**src/rtl/tcp_listen_port_ctrl.sv**
```systemverilog
// Listen-port manager: after a start delay, opens NUM_PORTS consecutive server ports one at a time.
// A port that gets a failure status or no answer is retried after a back-off, up to MAX_RETRIES times.
module tcp_listen_port_ctrl #(
    parameter int unsigned NUM_PORTS      = 4,
    parameter logic [15:0] BASE_PORT      = 16'h0B48,
    parameter int unsigned PORT_STRIDE    = 1,
    parameter int unsigned START_DELAY    = 32768,
    parameter int unsigned STATUS_TIMEOUT = 65535,
    parameter int unsigned RETRY_INTERVAL = 16384,
    parameter int unsigned MAX_RETRIES    = 3
) (
    input  logic                 aclk,
    input  logic                 aresetn,
    output logic                 m_axis_listen_port_TVALID,
    input  logic                 m_axis_listen_port_TREADY,
    output logic [15:0]          m_axis_listen_port_TDATA,
    input  logic                 s_axis_listen_port_status_TVALID,
    output logic                 s_axis_listen_port_status_TREADY,
    input  logic [7:0]           s_axis_listen_port_status_TDATA,
    input  logic                 restart,
    output logic [NUM_PORTS-1:0] ports_open,
    output logic [NUM_PORTS-1:0] ports_failed,
    output logic                 busy,
    output logic                 done
);

    localparam int unsigned MAX_AB = (START_DELAY > STATUS_TIMEOUT) ? START_DELAY : STATUS_TIMEOUT;
    localparam int unsigned MAX_T  = (MAX_AB > RETRY_INTERVAL) ? MAX_AB : RETRY_INTERVAL;
    localparam int unsigned CW     = $clog2(MAX_T + 2);
    localparam int unsigned IW     = (NUM_PORTS > 1) ? $clog2(NUM_PORTS) : 1;
    localparam int unsigned RW     = (MAX_RETRIES > 0) ? $clog2(MAX_RETRIES + 1) : 1;

    // Wait-state exit thresholds: BACKOFF and WAIT_STATUS last exactly N cycles,
    // WAIT_START compares against the full delay so the first request lands one cycle later.
    localparam logic [CW-1:0] SD_LAST = CW'(START_DELAY);
    localparam logic [CW-1:0] TO_LAST = (STATUS_TIMEOUT == 0) ? '0 : CW'(STATUS_TIMEOUT - 1);
    localparam logic [CW-1:0] RI_LAST = (RETRY_INTERVAL == 0) ? '0 : CW'(RETRY_INTERVAL - 1);
    localparam logic [RW-1:0] RC_MAX  = RW'(MAX_RETRIES);
    localparam logic [IW-1:0] IDX_MAX = IW'(NUM_PORTS - 1);

    typedef enum logic [2:0] {
        ST_WAIT_START,
        ST_SEND,
        ST_WAIT_STATUS,
        ST_BACKOFF,
        ST_NEXT,
        ST_DONE
    } state_t;

    state_t                 state_q, state_d;
    logic [CW-1:0]          cnt_q, cnt_d;
    logic [IW-1:0]          idx_q, idx_d;
    logic [RW-1:0]          rc_q, rc_d;
    logic [NUM_PORTS-1:0]   open_q, open_d;
    logic [NUM_PORTS-1:0]   fail_q, fail_d;

    logic [CW-1:0]          cnt_inc;
    logic [15:0]            port_num;
    logic                   status_ok;
    logic                   attempt_failed;
    logic                   unused_status_bits;

    // Multiplication and addition modulo 2^16 give the wrapped port number directly.
    assign port_num           = BASE_PORT + 16'(32'(idx_q) * PORT_STRIDE);
    assign status_ok          = s_axis_listen_port_status_TDATA[0];
    assign unused_status_bits = ^s_axis_listen_port_status_TDATA[7:1];
    assign cnt_inc            = (cnt_q == '1) ? cnt_q : cnt_q + CW'(1);

    always_ff @(posedge aclk) begin
        if (!aresetn) begin
            state_q <= ST_WAIT_START;
            cnt_q   <= '0;
            idx_q   <= '0;
            rc_q    <= '0;
            open_q  <= '0;
            fail_q  <= '0;
        end else begin
            state_q <= state_d;
            cnt_q   <= cnt_d;
            idx_q   <= idx_d;
            rc_q    <= rc_d;
            open_q  <= open_d;
            fail_q  <= fail_d;
        end
    end

    always_comb begin
        state_d        = state_q;
        cnt_d          = cnt_q;
        idx_d          = idx_q;
        rc_d           = rc_q;
        open_d         = open_q;
        fail_d         = fail_q;
        attempt_failed = 1'b0;

        unique case (state_q)
            ST_WAIT_START: begin
                cnt_d = cnt_inc;
                if (cnt_q >= SD_LAST) begin
                    state_d = ST_SEND;
                    cnt_d   = '0;
                end
            end
            ST_SEND: begin
                if (m_axis_listen_port_TREADY) begin
                    state_d = ST_WAIT_STATUS;
                    cnt_d   = '0;
                end
            end
            ST_WAIT_STATUS: begin
                cnt_d = cnt_inc;
                // A beat in the timeout cycle takes priority over the timeout.
                if (s_axis_listen_port_status_TVALID) begin
                    if (status_ok) begin
                        open_d[idx_q] = 1'b1;
                        state_d       = ST_NEXT;
                    end else begin
                        attempt_failed = 1'b1;
                    end
                end else if (cnt_q >= TO_LAST) begin
                    attempt_failed = 1'b1;
                end
                if (attempt_failed) begin
                    cnt_d = '0;
                    if (rc_q < RC_MAX) begin
                        rc_d    = rc_q + RW'(1);
                        state_d = ST_BACKOFF;
                    end else begin
                        fail_d[idx_q] = 1'b1;
                        state_d       = ST_NEXT;
                    end
                end
            end
            ST_BACKOFF: begin
                cnt_d = cnt_inc;
                if (cnt_q >= RI_LAST) begin
                    state_d = ST_SEND;
                    cnt_d   = '0;
                end
            end
            ST_NEXT: begin
                rc_d = '0;
                if (idx_q == IDX_MAX) begin
                    state_d = ST_DONE;
                end else begin
                    idx_d   = idx_q + IW'(1);
                    state_d = ST_SEND;
                end
            end
            ST_DONE: begin
                if (restart) begin
                    open_d  = '0;
                    fail_d  = '0;
                    idx_d   = '0;
                    rc_d    = '0;
                    cnt_d   = '0;
                    state_d = ST_SEND;
                end
            end
            default: begin
                state_d = ST_WAIT_START;
                cnt_d   = '0;
            end
        endcase
    end

    assign m_axis_listen_port_TVALID        = (state_q == ST_SEND);
    assign m_axis_listen_port_TDATA         = (state_q == ST_SEND) ? port_num : '0;
    assign s_axis_listen_port_status_TREADY = 1'b1;
    assign ports_open                       = open_q;
    assign ports_failed                     = fail_q;
    assign done                             = (state_q == ST_DONE);
    assign busy                             = (state_q != ST_DONE);

endmodule

```
**config.mk**
```make
export PLATFORM = sky130hd
export DESIGN_NAME = tcp_listen_port_ctrl
export DESIGN_NICKNAME = d
export VERILOG_FILES = /design/src/rtl/tcp_listen_port_ctrl.sv
export SDC_FILE = /design/constraint.sdc
export NUM_CORES = 1
export LEC_CHECK = 0
export ABC_AREA = 1
export BUFFER_PORTS_ARGS = -buffer_cell sky130_fd_sc_hd__buf_2
export CORE_MARGIN = 5
export CORE_UTILIZATION = 58
export CTS_CLUSTER_DIAMETER = 60
export DETAILED_ROUTE_END_ITERATION = 8
export GPL_TIMING_DRIVEN = 0
export PLACE_DENSITY = 0.85
export SETUP_SLACK_MARGIN = 0.4
export SLEW_MARGIN = 20
export SYNTH_ARGS = -nofsm -noshare
export SYNTH_HDL_FRONTEND = slang
export SYNTH_SLANG_ARGS = --single-unit
```
**constraint.sdc**
```tcl
create_clock -name aclk -period 4.4 [get_ports aclk]
set_clock_uncertainty 0.1 [all_clocks]
set_input_delay 0 -clock aclk [delete_from_list [all_inputs] [get_ports aclk]]
set_output_delay 0 -clock aclk [all_outputs]
set_load 0.01 [all_outputs]
```
-- Word-level counts from Yosys, hierarchy flattened
Index checks and enable logic that the tools add are counted.
- flip-flop bits (word level): 32
- bits of input ports: 13
- logic and storage cells: 87
- magnitude comparators: 6
- bitwise operators: 3
- muxes and demuxes: 37
- add/sub/neg operators: 4
- equal/unequal tests: 20
- reduce and logical (&&, ||, !) cells: 11
- operator list (cell ; number):
    17-bit 2-to-1 mux ; 6
    17-bit case mux with 6 select lines ; 1
    17-bit by 16-bit greater-or-equal comparator with 1-bit output, second input constant ; 2
    3-bit 2-to-1 mux ; 9
    4-bit 2-to-1 mux ; 5
    2-bit inequality test, second input constant ; 9
    3-bit case mux with 6 select lines ; 1
    17-bit by 1-bit adder with 17-bit output, second input constant ; 1
    17-bit equality test, second input constant ; 1
    17-bit by 14-bit greater-or-equal comparator with 1-bit output, second input constant ; 1
    4-bit case mux with 2 select lines ; 2
    12-bit by 2-bit adder with 13-bit output, first input constant ; 1
    13-bit 2-to-1 mux ; 1
    4-bit AND reduction ; 3
    3-bit inequality test, second input constant ; 3
    2-bit 2-to-1 mux ; 4
    4-bit bitwise OR ; 2
    3-bit by 2-bit equality test with 1-bit output, second input constant ; 2
    3-bit equality test, second input constant ; 2
    2-bit case mux with 3 select lines ; 1
    3-bit AND reduction ; 2
    6-bit AND reduction ; 1
    1-bit 2-to-1 mux ; 5
    2-bit by 1-bit adder with 2-bit output, second input constant ; 2
    13 further kinds ; 14

-- Depth between registers and ports, before layout
Gate-level depths: netlist of the first run.
- depth after elaboration: 8
- gate-level depth with buffers: 12
- depth with buffers taken out: 12

-- Worst setup path before layout of the first run
Ideal clock, no wire load.
- path kind: reg-to-reg
- start point: reg state_q[0]
- end point: reg cnt_q[13]
- library setup time: 0.114 ns
- slack: 2.598 ns
- arrival: 1.588 ns
- clock period less this slack: 1.802 ns
- stages on the path, launching flop included: 11
- cell sequence: dfxtp_1 > inv_2 > nor3_2 > nand2_1 > nand3_2 > inv_2 > nand2_2 > inv_1 > nand2_1 > xor2_1 > nor2_1
- cells in the longest elaborated chain, start to end: 3
- RTL lines (item ; RTL line ; RTL):
    start, declared ; 50 ; state_t state_q, state_d;
    start signal, assigned ; 78 ; state_q <= state_d;
    3-bit by 1-bit equality test with 1-bit output * ; -- ;
    via m_axis_listen_port_TVALID ; 14 ; output logic m_axis_listen_port_TVALID,
    2-bit by 1-bit inequality test with 1-bit output (no source line) ; -- ;
    3-bit AND reduction (no source line) ; -- ;
    end signal, assigned ; 79 ; cnt_q <= cnt_d;
    end, declared ; 51 ; logic [CW-1:0] cnt_q, cnt_d;
The timed path passes the listed nets; every way through them passes the cells marked *.
A chain may end at the register's enable or synchronous reset.

-- Worst setup path in the final report of the first run
- start point: reg state_q[0]
- end point: reg cnt_q[8]
- cells in the longest elaborated chain, start to end: 3
- RTL lines (item ; RTL line ; RTL):
    3-bit equality test / 3-bit by 1-bit equality test with 1-bit output (equally long branches) ; 96 ; unique case (state_q)
    2-bit inequality test (no source line), or another cell as far along ; -- ;
    3-bit AND reduction (no source line) ; -- ;
Parallel ways exist; a longest one is shown, timed or not.

==> impl_results.md, run 1 <==
* Yosys reg bits at 32
* Clk slew on worst S/H paths at ~100 ps
* Dpl cells at 372
* Final hold violation count at 0
* DR vias at roughly 1,800
* First-pass DRT Iterations at 4
* GR Overflow Total at 0
* Setup Fix Bufs, Post-CTS at 0
* # DRC at 0
* ANT cells at 0
* Cts repair resizes at 0
* Initial antenna violation count at 0
* Crit end category: register
* Clock Sinks at 32
* Cell variety after synth at 28
* Area occupied by multi-input gates at ~0.001 mm^2
* Vias in the first global route at roughly 1,600
* Fraction of layout cells with a size suffix above 1 at 20.8%
* Final slew viol count at 0
* Largest net degree at the start of global routing at 11
* Htree depth at 2
* RSZ-0062 raised after global routing: no
* Total CTS buffers at 5
* Final setup TNS at 0 ps
* Register area share after synthesis at 32.7%
* Post-Syn Instances at around 300
* Worst vdd ir at roughly 0.24 mV
* Tcrit/Tclk final at 48.2%
* Pwr dens at approximately 250 mW/mm^2
* Clock Latency Late Sink at about 340 ps
* DP Wirelength at around 3200 um
* CP Data Arrival Time at between 2000 and 2500 ps
* IO Port Bufs at 23
* Cell Area, Synth at around 0.0020 mm^2
* Post-Syn Area per Cell at approximately 6.6 um^2
* Initial DRC Count at between 80 and 90
* GRT Total Usage at a little under a fifth
* GPL Wtd Cong at 0.906
* TritonCTS clock tree: done
* CTS Buffer Depth at 2
* Worst-Margin Slew at 655 ps
* Ys Warns at 0
* Area delta synth->final at 16.2%
* Core Area at approximately 0.0033 mm^2
* Drt wl/cell at approximately 11 um
* Layout Nets at approximately 360
* Starting density of the core at 59.2%
* Drt via density at roughly 4.8
* Startpoint types: register
* HP Class: input pin to register
* Setup CP Type: register to register
* Status: complete, no violations
* Filler Cell Count at 314
* Die ar. at 0.00464 mm^2
* Routed Antenna Nets at 0
* Cell row count at 21
* Root Driver: clkbuf_4
* Fin crit period at approximately 2100 ps
* Fmax achieved at around 470 MHz
* IO Count at 41
* Slew headroom at between 50% and 60%
* Pleak at slightly above 0.001 uW
* First-pass GRT wire length at 6640 um
* Crit Path Max Fanout at 9
* Final setup fails at 0
* DRT Wirelength at around 4200 um
* Max_cap viols at 0
* Post-Layout Cell Count at between 300 and 400
* Die width at approximately 68 um
* WP data required at roughly 4500 ps
* Reg area at approximately 640 um^2
* Die height at 68.1 um
-- layer usage --
metal	part of all wire (%)	up-vias	global-route usage (%)
met1	45	813	23.8
met2	46	54	31.4
met3	7.3	8	4.93
li1	-	970	-
met4	1.6	0	7.44
met5	0	-	0
-- through the flow --
step	utilization (%)	hold slack, ps	area (um^2)	setup slack (ps)	total power (uW)
2_1_floorplan	-	20.4	1990	2600	324
3_3_place_gp	65.3	219	2160	2400	330
4_1_cts	68.8	43.5	2280	2290	584
3_5_place_dp	65.3	228	2160	2340	331
5_1_grt	68.8	104	2280	2070	600
6_report	68.8	73.9	2280	2280	580
-- path summary, 6_finish.rpt --
path / start / slack, ps / depth (start not counted) / to
max: state_q[0]$_SDFFE_PN0P_ / 2280 / 9 / cnt_q[8]$_SDFFE_PN0P_
min: s_axis_listen_port_status_TDATA[0] / 70 / 6 / state_q[0]$_SDFFE_PN0P_
max reg2reg: state_q[0]$_SDFFE_PN0P_ / 2280 / 9 / cnt_q[8]$_SDFFE_PN0P_
min reg2reg: ports_open[3]$_SDFFE_PN0P_ / 350 / 2 / ports_open[3]$_SDFFE_PN0P_
-- report_power, final --
group	switching (uW)	leakage [uW]	internal, uW
Clock	103	0.0000515	151
Sequential	2.85	0.000258	292
Combinational	18.1	0.000726	13.9
-- what timing repair did --
action / CTS / global route
endpoints found under the hold margin: 10 / 0
endpoints found under the setup margin: 0 / 0
hold buffers: 2 / 0
-- Yosys cell counts --
cell type / count / area [um^2]
a21oi_1: 18 / 90.1
a31oi_1: 1 / 6.26
buf_4: 15 / 113
buf_6: 2 / 22.5
conb_1: 2 / 7.51
dfxtp_1: 32 / 641
ha_1: 7 / 87.6
inv_1: 48 / 180
inv_2: 4 / 15.0
nand2_1: 52 / 195
nand2_2: 4 / 25.0
nand2_4: 2 / 22.5
nand3_1: 20 / 100
nand3_2: 2 / 20.0
nor2_1: 48 / 180
nor2_2: 2 / 12.5
nor2_4: 1 / 11.3
nor3_1: 10 / 50.1
nor3_2: 5 / 50.1
nor3_4: 1 / 16.3
o21ai_0: 10 / 50.1
o21ai_1: 1 / 5.00
o21bai_1: 1 / 7.51
o22ai_1: 2 / 12.5
or2_0: 1 / 6.26
or2_2: 1 / 6.26
xnor2_1: 1 / 8.76
xor2_1: 2 / 17.5
-- area by class of cell --
cell class / instances / area share, %
buffer: 17 / 5.93
clock buffer: 7 / 2.86
clock inverter: 1 / 1.32
inverter: 52 / 8.57
multi-input combinational: 202 / 44.7
sequential: 32 / 28.1
tap: 46 / 2.53
timing repair buffer: 25 / 5.93
-- state kept, by name, summed over array words and instances (netlist names) --
signal,flops
cnt_q,17
state_q,3
ports_open,4
rc_q,2
ports_failed,4
idx_q,2
-- cell families after synthesis --
kind of cell / after synthesis / share of synthesized area, %
fa+ha+maj: 7 / 4.47
flops: 32 / 32.7
xor+xnor: 3 / 1.34
other cells: 2 / 0.383
buf+inv: 69 / 16.9
simple gates: 149 / 35.5
compound gates: 33 / 8.75
-- critical path: stages (launching register included) --
cell and delay [ps]:
dfxtp_1 470, inv_2 110, nor3_2 510, nand2_1 170
nand3_2 130, inv_2 70, nand3_1 140, nor2_1 100
a21oi_1 150, nor2_1 60
-- placed cells by master, fill, tap and decap left out, drive strengths merged --
| master | n |
|---|---|
| clkbuf | 7 |
| xor2 | 2 |
| conb | 10 |
| bufinv | 1 |
| a21oi | 18 |
| buf | 40 |
| nand2 | 58 |
| dlygate4sd3 | 2 |
| ha | 7 |
| a31oi | 1 |
| dfxtp | 32 |
| o22ai | 2 |
| nand3 | 22 |
| inv | 52 |
| o21bai | 1 |
| nor3 | 16 |
| nor2 | 51 |
| o21ai | 11 |
| or2 | 2 |
| xnor2 | 1 |
Note: power is estimated with default switching activity, not from simulation.
==> run 2, diff against run 1 <==
Settings changed: CORE_UTILIZATION 58 to 49, PLACE_DENSITY 0.85 to 0.77.
Clock period 4.4 ns to 1.9 ns, I/O delays scaled along.
==> run 2 against run 1 <==
- die area increased by 16%
- count of clock-buffer cells in the layout decreased by 1
- sequential power increased by 130%
- global-route usage increased by 0.83 points
==> impl_results.md, run 2 (synthesis gave the netlist of run 1 again) <==
* Sw frac at 24.0% (was 21.3%)
* Crit end category: register (unchanged)
* Core Area at 0.00394 mm^2 (was 0.00331 mm^2)
* Critical-path top delay cell: dfxtp_4 (was nor3_2)
* Most frequent CP cell: nand2_4
* GR Overflow Total at 0 (unchanged)
* IO Count at 41 (unchanged)
* Worst path max stage delay at 370 ps (was 510 ps)
* Drt wl/cell at 13.4 um (was 10.9 um)
* TritonCTS clock tree: done (unchanged)
* Worst vdd ir at 0.449 mV (was 0.242 mV)
* CTS Buffer Depth at 2 (unchanged)
* Fin crit period at 1680 ps (was 2120 ps)
* Largest net degree at the start of global routing at 12 (was 11)
* Clock network power share at 43.5% (was 43.7%)
* Drt via density at 4.99 (was 4.83)
* IO Port Bufs at 23 (unchanged)
* RSZ-0062 raised after global routing: yes (was no)
* HP Class: input pin to register (unchanged)
* First-pass DRT Iterations at 4 (unchanged)
* Starting density of the core at 49.7% (was 59.2%)
* WP data required at 2010 ps (was 4530 ps)
* Clock Latency Late Sink at 290 ps (was 340 ps)
* Max_cap viols at 0 (unchanged)
* Cell row count at 23 (was 21)
* CP bufs+invs at 3 (was 2)
* Post-Layout Cell Count at 420 (was 382)
* Htree depth at 2 (unchanged)
* Sequential Power Share at 49.0% (was 50.8%)
* Dpl cells at 376 (was 372)
* DP Wirelength at 3300 um (was 3190 um)
* ANT cells at 0 (unchanged)
* Post-place instance area at 0.00223 mm^2 (was 0.00216 mm^2)
* Setup CP Type: register to register (unchanged)
* Die ar. at 0.00536 mm^2 (was 0.00464 mm^2)
* Final slew viol count at 0 (unchanged)
* Layout Nets at 389 (was 355)
* Area delta synth->final at 54.0% (was 16.2%)
* Tcrit/Tclk final at 88.6% (was 48.2%)
* Final setup TNS at 0 ps (unchanged)
* Cell family with most CP delay: simple AND/OR/NAND/NOR gates (unchanged)
* Startpoint types: register (unchanged)
* Initial antenna violation count at 0 (unchanged)
* Fraction of layout cells with a size suffix above 1 at 52.7% (was 20.8%)
* CP Cell Sequence: inv_6 > nand2_4 > nor2_4 > nand2_4 > nand3_4 > inv_6 > nand3_2 > nand2_4 > buf_6 > nor3_2 (was inv_2 > nor3_2 > nand2_1 > nand3_2 > inv_2 > nand3_1 > nor2_1 > a21oi_1 > nor2_1)
* Root Driver: clkbuf_8 (was clkbuf_4)
* Comb power frac at 7.5% (was 5.5%)
* Int Pwr at 1050 uW (was 456 uW)
* Clk slew on worst S/H paths at 70 ps (was 100 ps)
* First-pass GRT wire length at 8410 um (was 6640 um)
* Number of flip-flops in the largest register at 17 (unchanged)
* Clock Sinks at 32 (unchanged)
* Vias in the first global route at 1,965 (was 1,562)
* GPL Wtd Cong at 0.913 (was 0.906)
* Crit Path Max Fanout at 6 (was 9)
* Die width at 73.2 um (was 68.1 um)
* Final Cell Area at 0.00302 mm^2 (was 0.00228 mm^2)
* Initial DRC Count at 86 (was 87)
* DRT Wirelength at 5630 um (was 4150 um)
* Status: complete, no violations (unchanged)
* DR vias at 2,097 (was 1,845)
* Routed Antenna Nets at 0 (unchanged)
* Pleak at 0.00133 uW (was 0.00104 uW)
* Total CTS buffers at 5 (unchanged)
* CP Data Arrival Time at 1800 ps (was 2250 ps)
* GRT Total Usage at 20.0% (was 19.1%)
* Final setup fails at 0 (unchanged)
* # DRC at 0 (unchanged)
* Biggest register: cnt_q (unchanged)
* Filler Cell Count at 266 (was 314)
* Most frequent cells in the layout: inv_1 (43), buf_4 (43), nand2_1 (36) (was nand2_1 (52), inv_1 (48), nor2_1 (48))
* Fmax achieved at 594 MHz (was 472 MHz)
* P_sw at 331 uW (was 124 uW)
* Pwr dens at 458 mW/mm^2 (was 255 mW/mm^2)
* Final hold violation count at 0 (unchanged)
* Die height at 73.2 um (was 68.1 um)
==> run 2: power by group through the flow <==
stage / sequential, uW / clock [uW] / combinational [uW]
finish: 677 / 601 / 104
global placement: 698 / 0 / 70.0
detailed placement: 699 / 0 / 71.1
global route: 677 / 638 / 114
CTS: 679 / 606 / 91.3
floorplan: 697 / 0 / 55.8
==> run 2: path summary, 6_finish.rpt <==
check | startpoint | end | slack (ps) | cells after the start
worst min-delay path | restart | state_q[2]$_SDFFE_PN0P_ | 40 | 5
worst max register to register | state_q[1]$_SDFFE_PN0P_ | cnt_q[3]$_SDFFE_PN0P_ | 220 | 10
worst max-delay path | state_q[1]$_SDFFE_PN0P_ | cnt_q[3]$_SDFFE_PN0P_ | 220 | 10
worst min register to register | ports_failed[1]$_SDFFE_PN0P_ | ports_failed[1]$_SDFFE_PN0P_ | 350 | 2
==> run 2: cell type report <==
type	instances	area (um^2)	share of cell area [%]
Inverter	52	213	7.05
Tap cell	50	62.6	2.07
Multi-Input combinational cell	202	1390	46.2
Clock buffer	6	93.8	3.11
Timing Repair Buffer	59	420	13.9
Buffer	17	135	4.48
Sequential cell	32	687	22.8
Clock inverter	2	11.3	0.373
==> run 2: timing repair <==
action                                  CTS  global route
hold endpoints to repair                  4             0
gates cloned                              2             0
gates resized for setup                  57            63
endpoints found under the setup margin   32            34
hold buffers                              1             0
setup buffers                            20            13
pin swaps                                23            28
==> run 2: through the flow <==
stage	utilization, %	hold WS, ps	worst slack, ps	power [uW]
4_1_cts	68.2	60.7	289	1380
2_1_floorplan	-	20.4	297	753
3_5_place_dp	56.6	224	46.0	770
6_report	76.5	42.6	216	1380
5_1_grt	76.5	66.6	124	1430
3_3_place_gp	56.6	218	88.7	768
==> run 2: worst register-to-register path, stage by stage, from the launching register on <==
cell     delay [ps]
dfxtp_4         370
inv_6            80
nand2_4          60
nor2_4          200
nand2_4         110
nand3_4         120
inv_6            60
nand3_2         100
nand2_4         100
buf_6           160
nor3_2          140
==> run 2: layer usage <==
| layer | track usage, % | wire [um] | vias up | share of wire, % |
|---|---|---|---|---|
| met3 | 4.82 | 239 | 15 | 4.2 |
| li1 | - | - | 1041 | - |
| met5 | 0 | 0 | - | 0 |
| met4 | 7.58 | 129 | 0 | 2.3 |
| met1 | 21.6 | 2210 | 992 | 39 |
| met2 | 36.9 | 3050 | 49 | 54 |
==> run 3, diff against run 2 <==
==> constraint.sdc (replaced) <==
create_clock -name aclk -period 1.9 [get_ports aclk]
set_clock_uncertainty 0.1 [all_clocks]
set_input_delay 0.19 -clock aclk [delete_from_list [all_inputs] [get_ports aclk]]
set_output_delay 0.19 -clock aclk [all_outputs]
set_load 0.01 [all_outputs]
==> run 3 against run 2 <==
- maximum frequency shrank 3.9%
- global-route usage grew 0.19 points
- flip-flop and latch count is the same
- register-to-register slack lost 70 ps
- sequential share of layout area shrank 0.79 points
- utilization grew 2.5 points
==> impl_results.md, run 3 (synthesis gave the netlist of run 1 again) <==
* Drt via density at 4.96 (was 4.99)
* Worst path max stage delay at 400 ps (was 370 ps)
* Fmax achieved at 571 MHz (was 594 MHz)
* Max_cap viols at 0 (unchanged)
* Worst vdd ir at 0.454 mV (was 0.449 mV)
* Startpoint types: register (unchanged)
* Area delta synth->final at 58.9% (was 54.0%)
* DP Wirelength at 3300 um (unchanged)
* Die width at 73.2 um (unchanged)
* Final slew viol count at 0 (unchanged)
* Initial DRC Count at 101 (was 86)
* Layout Nets at 390 (was 389)
* Setup CP Type: register to register (unchanged)
* IO Count at 41 (unchanged)
* Root Driver: clkbuf_8 (unchanged)
* Pwr dens at 444 mW/mm^2 (was 458 mW/mm^2)
* Vias in the first global route at 1,930 (was 1,965)
* ANT cells at 0 (unchanged)
* RSZ-0062 raised after global routing: yes (unchanged)
* Largest net degree at the start of global routing at 12 (unchanged)
* Fin crit period at 1750 ps (was 1680 ps)
* Clk slew on worst S/H paths at 70 ps (about the same)
* Final setup fails at 0 (unchanged)
* Final hold violation count at 0 (unchanged)
* TritonCTS clock tree: done (unchanged)
* IO Port Bufs at 23 (unchanged)
* Core Area at 0.00394 mm^2 (unchanged)
* DRT Wirelength at 5700 um (was 5630 um)
* CTS Buffer Depth at 2 (unchanged)
* Final setup TNS at 0 ps (unchanged)
* Total CTS buffers at 5 (unchanged)
* CP Data Arrival Time at 1870 ps (was 1800 ps)
* DR vias at 2,088 (was 2,097)
* Critical-path top delay cell: dfxtp_4 (unchanged)
* Final core utilization at 79.0% (was 76.5%)
* Pleak at 0.00136 uW (was 0.00133 uW)
* GPL Wtd Cong at 0.913 (unchanged)
* Htree depth at 2 (unchanged)
* GRT Total Usage at 20.2% (was 20.0%)
* First-pass GRT wire length at 8460 um (was 8410 um)
* Tcrit/Tclk final at 92.2% (was 88.6%)
* Initial antenna violation count at 0 (unchanged)
* Status: complete, no violations (unchanged)
* Clock Latency Late Sink at 290 ps (about the same)
* Fraction of layout cells with a size suffix above 1 at 53.4% (was 52.7%)
* Biggest register: cnt_q (unchanged)
* Most frequent cells in the layout: inv_1 (44), buf_4 (41), nand2_1 (32) (was inv_1 (43), buf_4 (43), nand2_1 (36))
* CP Cell Sequence: inv_4 > nor3_4 > inv_2 > or2_0 > o21ai_0 > nand2_1 > a21oi_1 (was inv_6 > nand2_4 > nor2_4 > nand2_4 > nand3_4 > inv_6 > nand3_2 > nand2_4 > buf_6 > nor3_2)
* Drt wl/cell at 13.5 um (was 13.4 um)
* Crit Path Max Fanout at 5 (was 6)
* Commonest non-fill, non-tap cell in the layout: inv_1
* Starting density of the core at 49.7% (unchanged)
* HP Class: input pin to register (unchanged)
* GR Overflow Total at 0 (unchanged)
* First-pass DRT Iterations at 4 (unchanged)
* Clock Sinks at 32 (unchanged)
* WP data required at 2010 ps (about the same)
* Die ar. at 0.00536 mm^2 (unchanged)
* Cell row count at 23 (unchanged)
* Post-CTS Hold Buffers at 0 (was 1)
* Crit end category: register (unchanged)
* Routed Antenna Nets at 0 (unchanged)
* # DRC at 0 (unchanged)
* Number of flip-flops in the largest register at 17 (unchanged)
* Die height at 73.2 um (unchanged)
run 3: cell count changes in the layout (fill, tap and decap cells not counted), moves of 3 or more:
cell and change:
buf_2 -5, buf_6 +8, nand2_1 -4, nand2_2 +3, nor2_1 +3, nor2_2 -3
o21ai_1 -3
run 3: path summary, 6_finish.rpt:
check | start | end | slack [ps] | cells after the start
max | state_q[1]$_SDFFE_PN0P_ | state_q[1]$_SDFFE_PN0P_ | 150 | 7
min | aresetn | rc_q[1]$_SDFFE_PN0P_ | 170 | 3
max reg2reg | state_q[1]$_SDFFE_PN0P_ | state_q[1]$_SDFFE_PN0P_ | 150 | 7
min reg2reg | ports_failed[2]$_SDFFE_PN0P_ | ports_failed[2]$_SDFFE_PN0P_ | 350 | 2
run 3: repair_timing:
item,in CTS,in global routing
setup endpoints to repair,40,40
buffers inserted,20,15
gates resized for setup,64,70
cloned,1,1
pin swaps,17,26
hold endpoints to repair,0,0
run 3: power breakdown:
group          internal [uW]  switching [uW]
combinational           50.2            58.4
sequential               668            9.82
clock                    336             261
total                   1050             329
run 3: routing by layer:
layer	vias to the layer above	routed length [um]	GRT usage, %
met4	0	106	5.74
met5	-	0	0
met3	12	270	4.55
met2	53	3130	38.5
met1	975	2200	21.7
li1	1048	-	-
run 3: worst max-delay path, delay by kind of cell, from the launching register on:
family	cells	cell delay, ps
AO/OA/AOI/OAI	2	390
buffers and inverters	2	160
AND/OR/NAND/NOR	3	630
flip-flops	1	400
run 3: area by class of cell:
class	count	area [um^2]
flip-flops and latches	32	684
well taps	50	62.6
clock buffers	6	93.8
plain buffers	17	150
inverters	52	210
clock inverters	2	11.3
fillers	245	828
multi-input cells	202	1440
repair buffers	60	460
run 3: per-stage QoR:
stage / total power [uW] / area, um^2 / hold slack, ps / cells / setup WS, ps
6_report: 1380 / 3110 / 166 / 421 / 147
5_1_grt: 1430 / 3110 / 174 / 421 / 42.7
4_1_cts: 1370 / 2710 / 119 / 405 / 279
3_5_place_dp: 770 / 2230 / 338 / 376 / 46.0
3_3_place_gp: 768 / 2230 / 331 / 376 / 88.7
2_1_floorplan: 753 / 2050 / 210 / 303 / 297
